File: config.mk
export PLATFORM = sky130hd
export DESIGN_NAME = xsdb_multi_slave_bridge
export DESIGN_NICKNAME = d
export VERILOG_FILES = /design/src/rtl/xsdb_multi_slave_bridge.sv
export SDC_FILE = /design/constraint.sdc
export NUM_CORES = 1
export LEC_CHECK = 0
export CORE_UTILIZATION = 51
export CTS_BUF_LIST = sky130_fd_sc_hd__clkbuf_8 sky130_fd_sc_hd__clkbuf_16
export DETAILED_ROUTE_END_ITERATION = 12
export MAX_ROUTING_LAYER = met4
export PLACE_DENSITY_LB_ADDON = 0.2
export SYNTH_ARGS = -nofsm -noshare
export SYNTH_HDL_FRONTEND = slang
export SYNTH_SLANG_ARGS = --single-unit
File: constraint.sdc
create_clock -name s_dclk_i -period 5.1 [get_ports s_dclk_i]
set_input_delay 1.275 -clock s_dclk_i [delete_from_list [all_inputs] [get_ports s_dclk_i]]
set_output_delay 1.275 -clock s_dclk_i [all_outputs]
set_load 0.02 [all_outputs]
File: src/rtl/xsdb_multi_slave_bridge.sv
// XSDB slave bridge: shared info/status region plus fan-out to C_NUM_CH DRP-style
// channels, with a per-access response watchdog and sticky error status.
module xsdb_multi_slave_bridge #(
   parameter int C_ADDR_WIDTH  = 17,
   parameter int C_DATA_WIDTH  = 16,
   parameter int C_NUM_CH      = 4,
   parameter int C_TIMEOUT     = 255,
   parameter int C_PIPE_IN     = 1,
   parameter int C_SLAVE_TYPE  = 1,
   parameter int C_CSE_DRV_VER = 1,
   parameter int C_NEXT_SLAVE  = 0,
   parameter logic [8*C_DATA_WIDTH-1:0] C_CORE_INFO = '0
) (
   input  logic                             s_dclk_i,
   input  logic                             s_rst_n_i,
   input  logic                             m_den_i,
   input  logic                             m_dwe_i,
   input  logic [C_ADDR_WIDTH-1:0]          m_daddr_i,
   input  logic [C_DATA_WIDTH-1:0]          m_di_i,
   output logic [C_DATA_WIDTH-1:0]          m_do_o,
   output logic                             m_drdy_o,
   output logic [C_NUM_CH-1:0]              ch_den_o,
   output logic                             ch_dwe_o,
   output logic [C_ADDR_WIDTH-1:0]          ch_daddr_o,
   output logic [C_DATA_WIDTH-1:0]          ch_di_o,
   input  logic [C_NUM_CH*C_DATA_WIDTH-1:0] ch_do_i,
   input  logic [C_NUM_CH-1:0]              ch_drdy_i
);
   localparam int DW = C_DATA_WIDTH;
   localparam logic [DW-1:0] DEAD = DW'(16'hDEAD);
   localparam logic [15:0]   TO   = 16'(C_TIMEOUT);

   typedef struct packed {
      logic                    den;
      logic                    dwe;
      logic [C_ADDR_WIDTH-1:0] daddr;
      logic [DW-1:0]           di;
   } req_t;

   typedef enum logic [1:0] {S_IDLE, S_WAIT, S_RESP} state_t;

   req_t req_in, req;
   assign req_in = {m_den_i, m_dwe_i, m_daddr_i, m_di_i};

   generate
      if (C_PIPE_IN != 0) begin : g_pipe
         req_t req_q;
         always_ff @(posedge s_dclk_i) begin
            if (!s_rst_n_i) req_q <= '0;
            else            req_q <= req_in;
         end
         assign req = req_q;
      end else begin : g_nopipe
         assign req = req_in;
      end
   endgenerate

   state_t              state_q, state_d;
   logic [7:0]          ofs;
   logic [2:0]          idx, ch_idx_q, st_last;
   logic                is_info, dec_err, drdy_hit;
   logic                acc, ovl_set, ch_done, ch_to, w1c;
   logic                st_ovl, st_dec, st_to;
   logic [C_NUM_CH-1:0] onehot, ch_sel_q;
   logic [DW-1:0]       test_q, info_rd, ch_rd;
   logic [15:0]         wd_q;

   assign ofs      = req.daddr[7:0];
   assign idx      = req.daddr[10:8];
   assign is_info  = &req.daddr[C_ADDR_WIDTH-1:8];
   assign dec_err  = !is_info && (32'(idx) >= C_NUM_CH);
   assign drdy_hit = |(ch_drdy_i & ch_sel_q);
   assign w1c      = acc && is_info && req.dwe && (ofs == 8'hF4);

   always_comb begin
      onehot = '0;
      for (int k = 0; k < C_NUM_CH; k++) onehot[k] = (32'(idx) == k);
   end

   always_comb begin
      ch_rd = '0;
      for (int k = 0; k < C_NUM_CH; k++)
         if (ch_sel_q[k]) ch_rd = ch_rd | ch_do_i[k*DW +: DW];
   end

   always_comb begin
      info_rd = DW'(C_SLAVE_TYPE);
      if (ofs < 8'h08) info_rd = C_CORE_INFO[32'(ofs[2:0])*DW +: DW];
      else begin
         case (ofs)
            8'hF1:   info_rd = DW'(C_CSE_DRV_VER);
            8'hF2:   info_rd = DW'(C_NUM_CH);
            8'hF3:   info_rd = DW'(TO);
            8'hF4:   info_rd = DW'({st_ovl, st_dec, st_to, st_last});
            8'hF6:   info_rd = test_q;
            8'hF7:   info_rd = DW'(C_NEXT_SLAVE);
            default: info_rd = DW'(C_SLAVE_TYPE);
         endcase
      end
   end

   always_ff @(posedge s_dclk_i) begin
      if (!s_rst_n_i) state_q <= S_IDLE;
      else            state_q <= state_d;
   end

   // Watchdog value 0 marks the ch_den_o cycle, whose drdy is not honoured.
   always_comb begin
      state_d = state_q;
      acc     = 1'b0;
      ovl_set = 1'b0;
      ch_done = 1'b0;
      ch_to   = 1'b0;
      case (state_q)
         S_IDLE: if (req.den) begin
            acc     = 1'b1;
            state_d = (is_info || dec_err) ? S_RESP : S_WAIT;
         end
         S_WAIT: begin
            ovl_set = req.den;
            if (wd_q != 16'd0 && drdy_hit) begin
               ch_done = 1'b1;
               state_d = S_RESP;
            end else if (wd_q == TO) begin
               ch_to   = 1'b1;
               state_d = S_RESP;
            end
         end
         S_RESP: begin
            ovl_set = req.den;
            state_d = S_IDLE;
         end
         default: state_d = S_IDLE;
      endcase
   end

   always_ff @(posedge s_dclk_i) begin
      if (!s_rst_n_i) begin
         m_do_o     <= '0;
         m_drdy_o   <= 1'b0;
         ch_den_o   <= '0;
         ch_dwe_o   <= 1'b0;
         ch_daddr_o <= '0;
         ch_di_o    <= '0;
         ch_sel_q   <= '0;
         ch_idx_q   <= '0;
         wd_q       <= '0;
         test_q     <= '0;
         st_ovl     <= 1'b0;
         st_dec     <= 1'b0;
         st_to      <= 1'b0;
         st_last    <= '0;
      end else begin
         m_drdy_o <= 1'b0;
         ch_den_o <= '0;
         if (state_q == S_WAIT) wd_q <= wd_q + 16'd1;
         if (acc) begin
            wd_q <= '0;
            if (is_info) begin
               m_drdy_o <= 1'b1;
               m_do_o   <= info_rd;
               if (req.dwe && ofs == 8'hF6) test_q <= req.di;
            end else if (dec_err) begin
               m_drdy_o <= 1'b1;
               m_do_o   <= DEAD;
            end else begin
               ch_den_o   <= onehot;
               ch_sel_q   <= onehot;
               ch_idx_q   <= idx;
               ch_dwe_o   <= req.dwe;
               ch_daddr_o <= req.daddr;
               ch_di_o    <= req.di;
            end
         end
         if (ch_done) begin
            m_drdy_o <= 1'b1;
            m_do_o   <= ch_rd;
         end
         if (ch_to) begin
            m_drdy_o <= 1'b1;
            m_do_o   <= DEAD;
         end
         // Clears first so a same-cycle error set overrides them.
         if (w1c && req.di[5]) st_ovl <= 1'b0;
         if (w1c && req.di[4]) st_dec <= 1'b0;
         if (w1c && req.di[3]) begin
            st_to   <= 1'b0;
            st_last <= '0;
         end
         if (ovl_set)         st_ovl <= 1'b1;
         if (acc && dec_err)  st_dec <= 1'b1;
         if (ch_to) begin
            st_to   <= 1'b1;
            st_last <= ch_idx_q;
         end
      end
   end
endmodule
==> run_results.csv <==
group,metric,value,unit
setup_path,reg2reg_slack,2150,ps
yosys,synth_area_leaders,"dfxtp_1 (49%), nand2_1 (6.6%), a21oi_1 (5.2%)",
drt,avgRoutedWirePerCell,17.02,um
floorplanning,die_area,0.01126,mm2
setup_path,reg2regPathDepth,5,
floorplanning,ios,160,
drt,via_per_inst,5.626,
grt,grt_overflow_total,0,
grt,grt_usage,28.39,%
drt,dr_total_vias,5086,
clock_tree,postCtsSetupBuffers,0,
grt,grt_pass1_wl,24320,um
timing,fin_tns_setup,0,ps
yosys,synth-edff-count,0,
floorplanning,die_h,106.1,um
floorplanning,die_w,106.1,um
setup_path,r2r-start,"wd_q[13]",
placement,port_buffers,159,
timing,hold_slack,454.1,ps
timing,setup_viol,0,
placement,dp_hpwl,10970,um
floorplanning,rows,37,
floorplanning,coreArea,0.01042,mm2
drt,routed_wl,15390,um
grt,grt_max_degree,60,
yosys,async_flop_share,0,%
timing,hold_viol,0,
drt,initialDrtViolationCount,313,
yosys,synth_largest_area_cell,"dfxtp_1",
layout,final_common_cell,"clkdlybuf4s50_1",
power,vdd.ir_drop.worst,0.2477,mV
clock_tree,holdBufCountCts,0,
yosys,syn_inst,616,
grt,grt_pass1_vias,4897,
timing,slew_headroom,32.15,%
setup_path,required,5520,ps
timing,skew,7.955,ps
yosys,ys_ff_latch,134,
setup_path,arrival,3370,ps
drt,first_pass_iters,4,
min_path,min-delay-start,"g_pipe.req_q[31]",
layout,nets,864,
layout,area_growth_syn_to_layout,40.00,%
grt,antenna_found_initial,0,
clock_tree,path_clk_slew,60,ps
setup_path,worstSetupStartpointType,"flop",
setup_path,timing.rr.end,"m_do_o[4]",
yosys,ys_seq_area_share,48.51,%
clock_tree,cts_buffer_depth,2,
setup_path,critical_path_class,"reg -> reg",
outcome,status,"completed",
yosys,yosysWarnings,0,
drt,drc_errors,0,
timing,period_minus_slack,2952,ps
job,drv_cap,0,
timing,tightest_slew,1009,ps
layout,n_antenna_cell,0,
clock_tree,cts.sinks,134,
placement,place.gp.congestion,0.8809,
yosys,syn_nets,725,
timing,fmax,0.3388,GHz
yosys,synth_top_area_share,48.51,%
yosys,synth-main-ff-cell,"dfxtp_1",
clock_tree,cts_tree,"done",
timing,slew_violations,0,
clock_tree,ctsResizeCount,0,
min_path,hold_path_depth,2,
timing,rsz0062_at_grt,"false",
yosys,yosysUniqueCellTypes,58,
layout,drive_above_1_share,7.813,%
min_path,hold_class,"reg -> reg",
floorplanning,start_util,53.09,%
min_path,hold_path_end,"ch_daddr_o[15]",
layout,final_cell_mix,"clkdlybuf4s50_1 (158), dfxtp_1 (134), nand2_1 (97)",
clock_tree,htree_levels,4,
layout,fillers,774,
drt,ant_nets,0,
clock_tree,root_buffer,"clkbuf_8",
setup_path,critPathCaptureType,"flop",
power,leakage,2.832,nW
setup_path,critical_path.max_fanout,11,
yosys,syn-cell-area,0.005530,mm2
yosys,avgSynthCellArea,8.978,um2
clock_tree,clk_latency,540,ps
power,powerDensity,334.8,mW/mm2
timing,post-route-period-util,57.88,%
clock_tree,numCtsBuffers,17,
[critical path, cell delays in order, from the launching register on]
cell	delay, ps
dfxtp_1	340
or4_4	600
nor4_2	910
o21ai_0	580
nand2_1	320
nor3_1	90
[state kept, by name (all words and copies together) (netlist names)]
register      cells
g_pipe.req_q     35
ch_sel_q          4
st_dec            1
m_do_o           16
st_ovl            1
state_q           2
st_last           3
ch_dwe_o          1
m_drdy_o          1
ch_den_o          4
st_to             1
ch_daddr_o       17
wd_q             16
ch_di_o          16
test_q           16
[final cells by class]
cell class                 instances  area (um2)  share of cell area, %
sequential                       134        2683                  34.65
multi-input combinational        429        2636                  34.05
timing repair buffer             161        1602                  20.69
clock buffer                      17       414.1                  5.349
clock inverter                    15       192.7                  2.489
tap                              136       170.2                  2.198
inverter                          12       45.04                 0.5818
[how the worst max path moves through the flow]
stage                  from          to  slack (ps)  cells after the start
2_1_floorplan  ch_drdy_i[1]   m_do_o[3]        2520                      6
3_3_place_gp   ch_drdy_i[1]  m_do_o[11]        1900                      7
3_5_place_dp   ch_drdy_i[1]   m_do_o[4]        1790                      6
4_1_cts            wd_q[13]   m_do_o[4]        2220                      5
5_1_grt          state_q[1]   m_do_o[4]        1970                      7
6_report           wd_q[13]   m_do_o[4]        2150                      5
[cell usage after synthesis (3+ instances only)]
| master | instances |
|---|---|
| nor4_1 | 3 |
| nand4_1 | 12 |
| nor2_1 | 42 |
| dfxtp_1 | 134 |
| a2111oi_0 | 4 |
| a22o_1 | 10 |
| a31o_2 | 4 |
| o21ai_0 | 8 |
| o22ai_1 | 3 |
| ha_1 | 4 |
| and2_1 | 38 |
| nand3_1 | 10 |
| nor3_1 | 9 |
| nor2b_1 | 3 |
| or3_1 | 7 |
| xnor2_1 | 10 |
| clkbuf_1 | 33 |
| a221oi_1 | 10 |
| or4_1 | 4 |
| a22oi_1 | 15 |
| or4_4 | 3 |
| a21oi_1 | 58 |
| and3_1 | 9 |
| mux2i_1 | 19 |
| buf_1 | 3 |
| mux2_2 | 4 |
| o221a_1 | 5 |
| buf_2 | 3 |
| nand2_1 | 97 |
| inv_1 | 12 |
[through the flow]
step	power, W	setup slack (ps)	area [um2]	cells	util [%]
finish	0.002592	2148	7742	904	74.33
global route	0.002672	1973	7742	904	74.33
CTS	0.002594	2223	7742	904	74.33
global placement	0.001359	1904	7136	872	68.50
detailed placement	0.001364	1789	7136	872	68.50
floorplan	0.001231	2517	5530	616	-
[kinds of logic after synthesis]
family / after synthesis / share of synthesized area, %
xor+xnor: 12 / 1.900
fa+ha+maj: 4 / 0.9050
simple gates: 258 / 24.32
flops: 134 / 48.51
compound gates: 132 / 16.24
mux: 23 / 4.253
buf+inv: 53 / 3.869
[routing by layer]
layer | part of all wire [%] | up-vias | global-route usage [%]
met3 | 7.7 | 26 | 8.216
met4 | 2.1 | 0 | 9.821
met2 | 48 | 189 | 46.15
met1 | 42 | 2406 | 33.57
li1 | - | 2465 | -
met5 | 0 | - | -
[report_power, final]
group / leakage [nW] / switching (W) / total, W / internal, W
Sequential: 1.09 / 0.0000310 / 0.00111 / 0.00108
Combinational: 1.44 / 0.000101 / 0.000232 / 0.000131
Clock: 0.296 / 0.000493 / 0.00125 / 0.000757
Total: 2.83 / 0.000625 / 0.00259 / 0.00197
No activity file was read; power rests on OpenSTA's default activity.
